### config.mk
export PLATFORM = sky130hd
export DESIGN_NAME = mem_port_arbiter
export DESIGN_NICKNAME = d
export VERILOG_FILES = /design/src/rtl/mem_port_arbiter.sv
export SDC_FILE = /design/constraint.sdc
export NUM_CORES = 1
export LEC_CHECK = 0
export BUFFER_PORTS_ARGS = -buffer_cell sky130_fd_sc_hd__buf_2
export CORE_MARGIN = 2
export CORE_UTILIZATION = 35
export CTS_BUF_LIST = sky130_fd_sc_hd__clkbuf_4
export DETAILED_ROUTE_END_ITERATION = 8
export PLACE_DENSITY = 0.67
export SYNTH_ARGS = -nofsm -noshare
export SYNTH_HDL_FRONTEND = slang
export SYNTH_SLANG_ARGS = --single-unit
export TNS_END_PERCENT = 20
### constraint.sdc
create_clock -name clk -period 3.1 [get_ports clk]
set_clock_uncertainty 0.1 [all_clocks]
set_input_delay 0.62 -clock clk [delete_from_list [all_inputs] [get_ports clk]]
set_output_delay 0.62 -clock clk [all_outputs]
set_load 0.1 [all_outputs]
### src/rtl/mem_port_arbiter.sv
// Two-port (fetch/data) arbiter onto a single-ported fixed-latency memory.
// One transaction in flight: IDLE grants, ACCESS waits MEM_LAT, RESP returns data.
module mem_port_arbiter #(
  parameter int AW         = 10,
  parameter int DW         = 32,
  parameter int MEM_LAT    = 2,
  parameter int STARVE_MAX = 3
) (
  input  logic          clk,
  input  logic          rst,
  input  logic          i_req,
  input  logic [AW-1:0] i_addr,
  input  logic          i_flush,
  output logic          i_gnt,
  output logic          i_rvalid,
  output logic [DW-1:0] i_rdata,
  input  logic          d_req,
  input  logic          d_we,
  input  logic [AW-1:0] d_addr,
  input  logic [DW-1:0] d_wdata,
  output logic          d_gnt,
  output logic          d_rvalid,
  output logic [DW-1:0] d_rdata,
  output logic          mem_en,
  output logic          mem_we,
  output logic [AW-1:0] mem_addr,
  output logic [DW-1:0] mem_wdata,
  input  logic [DW-1:0] mem_rdata,
  output logic          busy
);

  typedef enum logic [1:0] {IDLE = 2'd0, ACCESS = 2'd1, RESP = 2'd2} state_t;

  localparam logic [3:0] STARVE_LIM = 4'(STARVE_MAX);
  localparam logic [2:0] LAT_LAST   = 3'(MEM_LAT);

  state_t        state_q, state_d;
  logic [2:0]    cnt_q, cnt_d;
  logic [3:0]    starve_q, starve_d;
  logic          own_i_q, own_i_d;
  logic          we_q, we_d;
  logic          flushed_q, flushed_d;
  logic [DW-1:0] cap_q, cap_d;
  logic          mem_en_q, mem_en_d;
  logic          mem_we_q, mem_we_d;
  logic [AW-1:0] mem_addr_q, mem_addr_d;
  logic [DW-1:0] mem_wdata_q, mem_wdata_d;
  logic          i_rvalid_q, i_rvalid_d;
  logic [DW-1:0] i_rdata_q, i_rdata_d;
  logic          d_rvalid_q, d_rvalid_d;
  logic [DW-1:0] d_rdata_q, d_rdata_d;
  logic          busy_q, busy_d;

  // Arbitration: data first unless the fetch port has waited out STARVE_MAX data grants.
  always_comb begin
    i_gnt = 1'b0;
    d_gnt = 1'b0;
    if (!rst && state_q == IDLE) begin
      if (d_req && !(i_req && starve_q == STARVE_LIM)) begin
        d_gnt = 1'b1;
      end else if (i_req) begin
        i_gnt = 1'b1;
      end else begin
        d_gnt = 1'b0;
      end
    end else begin
      i_gnt = 1'b0;
    end
  end

  // Next-state and next-output computation for the transaction sequencer.
  always_comb begin
    state_d     = state_q;
    cnt_d       = cnt_q;
    starve_d    = starve_q;
    own_i_d     = own_i_q;
    we_d        = we_q;
    flushed_d   = flushed_q;
    cap_d       = cap_q;
    mem_en_d    = 1'b0;
    mem_we_d    = 1'b0;
    mem_addr_d  = {AW{1'b0}};
    mem_wdata_d = {DW{1'b0}};
    i_rvalid_d  = 1'b0;
    i_rdata_d   = i_rdata_q;
    d_rvalid_d  = 1'b0;
    d_rdata_d   = d_rdata_q;
    case (state_q)
      IDLE: begin
        if (i_gnt || d_gnt) begin
          state_d     = ACCESS;
          cnt_d       = 3'd0;
          own_i_d     = i_gnt;
          we_d        = d_gnt && d_we;
          flushed_d   = i_gnt && i_flush;
          mem_en_d    = 1'b1;
          mem_we_d    = d_gnt && d_we;
          mem_addr_d  = d_gnt ? d_addr : i_addr;
          mem_wdata_d = (d_gnt && d_we) ? d_wdata : {DW{1'b0}};
          if (d_gnt && i_req) begin
            starve_d = (starve_q == STARVE_LIM) ? starve_q : starve_q + 4'd1;
          end else begin
            starve_d = 4'd0;
          end
        end else begin
          state_d = IDLE;
        end
      end
      ACCESS: begin
        flushed_d = flushed_q || i_flush;
        if (cnt_q == LAT_LAST) begin
          state_d = RESP;
          cnt_d   = 3'd0;
          if (own_i_q) begin
            cap_d      = mem_rdata;
            i_rvalid_d = !(flushed_q || i_flush);
          end else begin
            d_rvalid_d = 1'b1;
            d_rdata_d  = we_q ? {DW{1'b0}} : mem_rdata;
          end
        end else begin
          cnt_d = cnt_q + 3'd1;
        end
      end
      RESP: begin
        state_d   = IDLE;
        // A flush landing in RESP kills the pulse, so the held value must not move.
        i_rdata_d = i_rvalid ? cap_q : i_rdata_q;
      end
      default: begin
        state_d = IDLE;
      end
    endcase
    busy_d = (state_d != IDLE);
  end

  // State and registered outputs; synchronous reset abandons any transaction.
  always_ff @(posedge clk) begin
    if (rst) begin
      state_q     <= IDLE;
      cnt_q       <= 3'd0;
      starve_q    <= 4'd0;
      own_i_q     <= 1'b0;
      we_q        <= 1'b0;
      flushed_q   <= 1'b0;
      cap_q       <= {DW{1'b0}};
      mem_en_q    <= 1'b0;
      mem_we_q    <= 1'b0;
      mem_addr_q  <= {AW{1'b0}};
      mem_wdata_q <= {DW{1'b0}};
      i_rvalid_q  <= 1'b0;
      i_rdata_q   <= {DW{1'b0}};
      d_rvalid_q  <= 1'b0;
      d_rdata_q   <= {DW{1'b0}};
      busy_q      <= 1'b0;
    end else begin
      state_q     <= state_d;
      cnt_q       <= cnt_d;
      starve_q    <= starve_d;
      own_i_q     <= own_i_d;
      we_q        <= we_d;
      flushed_q   <= flushed_d;
      cap_q       <= cap_d;
      mem_en_q    <= mem_en_d;
      mem_we_q    <= mem_we_d;
      mem_addr_q  <= mem_addr_d;
      mem_wdata_q <= mem_wdata_d;
      i_rvalid_q  <= i_rvalid_d;
      i_rdata_q   <= i_rdata_d;
      d_rvalid_q  <= d_rvalid_d;
      d_rdata_q   <= d_rdata_d;
      busy_q      <= busy_d;
    end
  end

  assign i_rvalid  = i_rvalid_q && !i_flush;
  assign i_rdata   = i_rvalid ? cap_q : i_rdata_q;
  assign d_rvalid  = d_rvalid_q;
  assign d_rdata   = d_rdata_q;
  assign mem_en    = mem_en_q;
  assign mem_we    = mem_we_q;
  assign mem_addr  = mem_addr_q;
  assign mem_wdata = mem_wdata_q;
  assign busy      = busy_q;

endmodule

-- Word-level counts from Yosys, hierarchy flattened
Index checks and enable logic that the tools add are counted.
- register bits: 155
- bits of input ports: 90
- add/subtract/negate cells: 2
- equal/unequal tests: 6
- mux-type cells: 20
- bitwise operators: 6
- reductions and logical operators: 26
- operators by type and width (operator ; number):
    2-to-1 mux 32 bit ; 2
    2-to-1 mux 10 bit ; 1
    2-to-1 mux 1 bit ; 9
    AND reduction 3 bit ; 3
    2-to-1 mux 4 bit ; 2
    OR reduction 4 bit ; 2
    logical AND 1 bit ; 7
    2-to-1 mux 3 bit ; 2
    inverter 1 bit ; 6
    one-hot mux 3 bit (2 select lines) ; 1
    OR reduction 3 bit ; 2
    adder 4 x 1 -> 4 bit, second input constant ; 1
    == test 4 x 2 -> 1 bit, second input constant ; 1
    zero test 1 bit ; 4
    one-hot mux 2 bit (2 select lines) ; 1
    AND reduction 2 bit ; 2
    nonzero test 2 bit ; 2
    adder 3 x 1 -> 3 bit, second input constant ; 1
    == test 3 x 2 -> 1 bit, second input constant ; 1
    == test 2 x 1 -> 1 bit, second input constant ; 1
    == test 2 bit, second input constant ; 1
    zero test 2 bit ; 1
    logical OR 1 bit ; 2
    2-to-1 mux 2 bit ; 1
    4 further kinds ; 4

-- Longest topological paths before layout
- word-level depth: 10
- depth in mapped cells: 7

-- Worst setup path after synthesis
No wires, ideal clock.
- path kind: input to output
- from: in i_flush
- to: out i_rdata[0]
- arrival time: 2.871 ns
- required time: 2.380 ns
- path slack: -0.491 ns
- cell stages on the path: 6
- path through: nand2b_1 -> clkbuf_1 -> inv_1 -> buf_1 -> nand2_1 -> nand2_1
- cells in the longest elaborated chain, start to end: 3
- RTL lines (what ; RTL line ; text):
    start, declared ; 13 ; input logic i_flush,
    zero test 1 bit ; 176 ; assign i_rvalid = i_rvalid_q && !i_flush;
    logical AND 1 bit ; 176 ;
    named net i_rvalid ; 15 ; output logic i_rvalid,
    2-to-1 mux 32 bit ; 177 ; assign i_rdata = i_rvalid ? cap_q : i_rdata_q;
    end, declared ; 16 ; output logic [DW-1:0] i_rdata,
The timed path passes the listed nets, and every way through them passes these cells.

-- Worst setup path after layout
- from: reg starve_q[0]
- to: out i_gnt
- cells in the longest elaborated chain, start to end: 6
- RTL lines (what ; RTL line ; text):
    start, declared ; 39 ; logic [3:0] starve_q, starve_d;
    start signal, assigned ; 159 ; starve_q <= starve_d;
    == test 4 x 2 -> 1 bit ; 59 ; if (d_req && !(i_req && starve_q == STARVE_LIM)) begin
    logical AND 1 bit ; 59 ;
    zero test 1 bit ; 59 ;
    logical AND 1 bit ; 59 ;
    2-to-1 mux 1 bit ; 59 ;
    2-to-1 mux 1 bit ; 58 ; if (!rst && state_q == IDLE) begin
    end, declared ; 14 ; output logic i_gnt,
No other way between the ends.

==> results.cfg <==
[logic_synthesis]
synth_area_leaders = dfxtp_1 (52%), nand2_1 (12%), a21oi_1 (6.1%)
yosysMostFrequentCell = nand2_1
yosysWarnings = 0
syn_nets = 767
synthArstFlopShare = 0
synth.ff_latch_count = 155
synth_edf_count = 0
netlist_instances = 676
ys.flop_type = dfxtp_1
yosysUniqueCellTypes = 43
synth_top_area_frac = 0.524
synth.largest_area_cell = dfxtp_1
netlist_top_cells_count = nand2_1 (197), dfxtp_1 (155), a21oi_1 (72)
seq_area_frac_synth = 0.524
synth_area_um2 = 5920
postSynthAreaPerCell_um2 = 8.76

[setup_path]
max_stage_delay_ps = 380
cp_data_required_time_ps = 2380
worst-path-max-fanout = 13
arrival_ps = 2210
r2r_cells = 5
critical_path_class = reg2out
cp_cell_sequence = ha_2 -> or3b_1 -> a21oi_1 -> buf_4 -> and2_1 -> buf_12
crit_path_end_kind = primary output
cp_slowest_cell = or3b_1
critPathLaunchType = flop

[grt]
grt_pass1_wl_um = 24300
antenna_found_initial = 1
track_usage = 0.169
grt-ovfl-total = 0
grt_max_degree = 64
grt_pass1_vias = 4765

[place]
place.gp.congestion = 0.723
pre_cts_ws_ps = 587
port_buffers = 202
place_area_um2 = 7550
dp_hpwl_um = 9980

[sta]
max_slew_margin = 0.207
min_period_ps = 2930
tightest_slew_ps = 1190
final_hold_viol_count = 0
max_freq_mhz = 342
tns_ps = 0
drv_slew = 0
fin_ws_ps = 173
min_period_over_period = 0.944
finalSetupViolCount = 0

[finish]
stdcell_area_um2 = 7920
final_nets = 953
regArea_um2 = 3110
multi_input_area_um2 = 2550
drive_above_1_share = 0.302
syn2layout_area_growth_pct = 33.7
fillers = 1611

[floorplanning]
die_w_um = 134
fp.dieArea_um2 = 18000
die_y_um = 134
initial_core_util = 0.357
ios = 203
fp-row-count = 47
coreArea_um2 = 16600

[route]
vias = 5141
first_iter_violations = 250
avgViaCountPerCell = 4.69
wl_per_cell_um = 13.7
route.detailed.drc = 0
finalWirelength_um = 15000
postRouteAntennaNets = 0
drt-pass1-iter-count = 7

[clock_network]
numCtsBuffers = 17
cts_resized = 0
insertion_delay_ps = 530
htreeDepth = 4
postCtsSetupBuffers = 0
cts_tree = done
clock_path_buffers = 2
clockRootBuffer = clkbuf_4
path_clk_slew_ps = 130
cts_sinks = 155
cts.hold.buffers_added = 0

[power]
p_leak_nw = 3.69
total_power_w = 0.00391
p_per_area_nw_per_um2 = 494
ir_drop_uv = 268

[hold_path]
hold_class = in2reg
min_path_cells = 2

[run]
max_cap_violations = 0

[run_status]
status = finished, final reports clean
[sequential cells by signal (all words and copies together), names as in the netlist]
| register | cells |
|---|---|
| i_rvalid_q | 1 |
| mem_en | 1 |
| d_rvalid | 1 |
| state_q | 2 |
| d_rdata | 32 |
| mem_addr | 10 |
| we_q | 1 |
| mem_wdata | 32 |
| busy | 1 |
| starve_q | 4 |
| i_rdata_q | 32 |
| cnt_q | 3 |
| own_i_q | 1 |
| flushed_q | 1 |
| mem_we | 1 |
| cap_q | 32 |
[power breakdown]
group	switching, W	leakage (nW)	total (W)	internal (W)
Sequential	0.0000253	1.25	0.00205	0.00202
Clock	0.000738	0.187	0.00147	0.000736
Combinational	0.000292	2.25	0.000394	0.000102
Total	0.00105	3.69	0.00391	0.00286
[worst paths after layout]
path	startpoint	to	slack, ps
max reg2reg	state_q[0]	cap_q[18]	1040
min	d_wdata[16]	mem_wdata[16]	180
max	starve_q[0]	i_gnt	170
min reg2reg	d_rdata[26]	d_rdata[26]	360
[metal layers]
metal,GRT usage,share of wire,vias up
met3,0.0620,0.081,18
met4,0.0462,0.013,0
met2,0.265,0.45,192
met1,0.219,0.45,2341
li1,-,-,2590
met5,0,0,-
[final cells by class]
class / count / area share
Multi-Input combinational cell: 469 / 0.322
Clock inverter: 14 / 0.0278
Tap cell: 220 / 0.0348
Clock buffer: 18 / 0.0171
Timing Repair Buffer: 214 / 0.204
Antenna cell: 1 / 0.000316
Inverter: 5 / 0.00237
Sequential cell: 155 / 0.392
[cells in the final DEF, fill, tap and decap left out, types with 2 or more instances in the layout]
cell       instances
nand2_1          196
buf_2            167
dfxtp_1          153
a21oi_1           72
nor2_1            50
and2_1            35
buf_12            34
mux2i_1           33
nand3b_1          32
clkbuf_4          18
buf_4             13
a22oi_1           11
inv_1              5
bufinv_16          5
clkinv_4           5
and3_1             3
nor3_4             2
a311oi_1           2
nand2b_1           2
nand3_1            2
or3_1              2
a31o_2             2
nor4_4             2
clkinv_2           2
dfxtp_2            2
[cells by family (layout without fill, tap and decap cells)]
| family | Yosys count | count (layout) | share of synthesized area |
|---|---|---|---|
| simple gates | 340 | 340 | 0.277 |
| flops | 155 | 155 | 0.524 |
| compound gates | 95 | 95 | 0.0909 |
| buf+inv | 52 | 251 | 0.0507 |
| mux | 33 | 33 | 0.0558 |
| fa+ha+maj | 1 | 1 | 0.00211 |
| other cells | 0 | 1 | 0 |
[worst max-delay path: cells and delay by family, from the launching register on]
kind / cells / cell delay [ps]
flip-flops: 1 / 370
AND/OR/NAND/NOR: 2 / 570
adder cells (fa/ha/maj): 1 / 200
AO/OA/AOI/OAI: 1 / 150
buffers and inverters: 2 / 380
[per-stage QoR]
| step | hold WS [ps] | std cells | utilization |
|---|---|---|---|
| finish | 175 | 1096 | 0.477 |
| global route | 111 | 1096 | 0.477 |
| CTS | 105 | 1095 | 0.477 |
| detailed placement | 341 | 1063 | 0.455 |
| global placement | 336 | 1063 | 0.455 |
| floorplan | 337 | 676 | - |
Note: power is estimated with default switching activity, not from simulation.
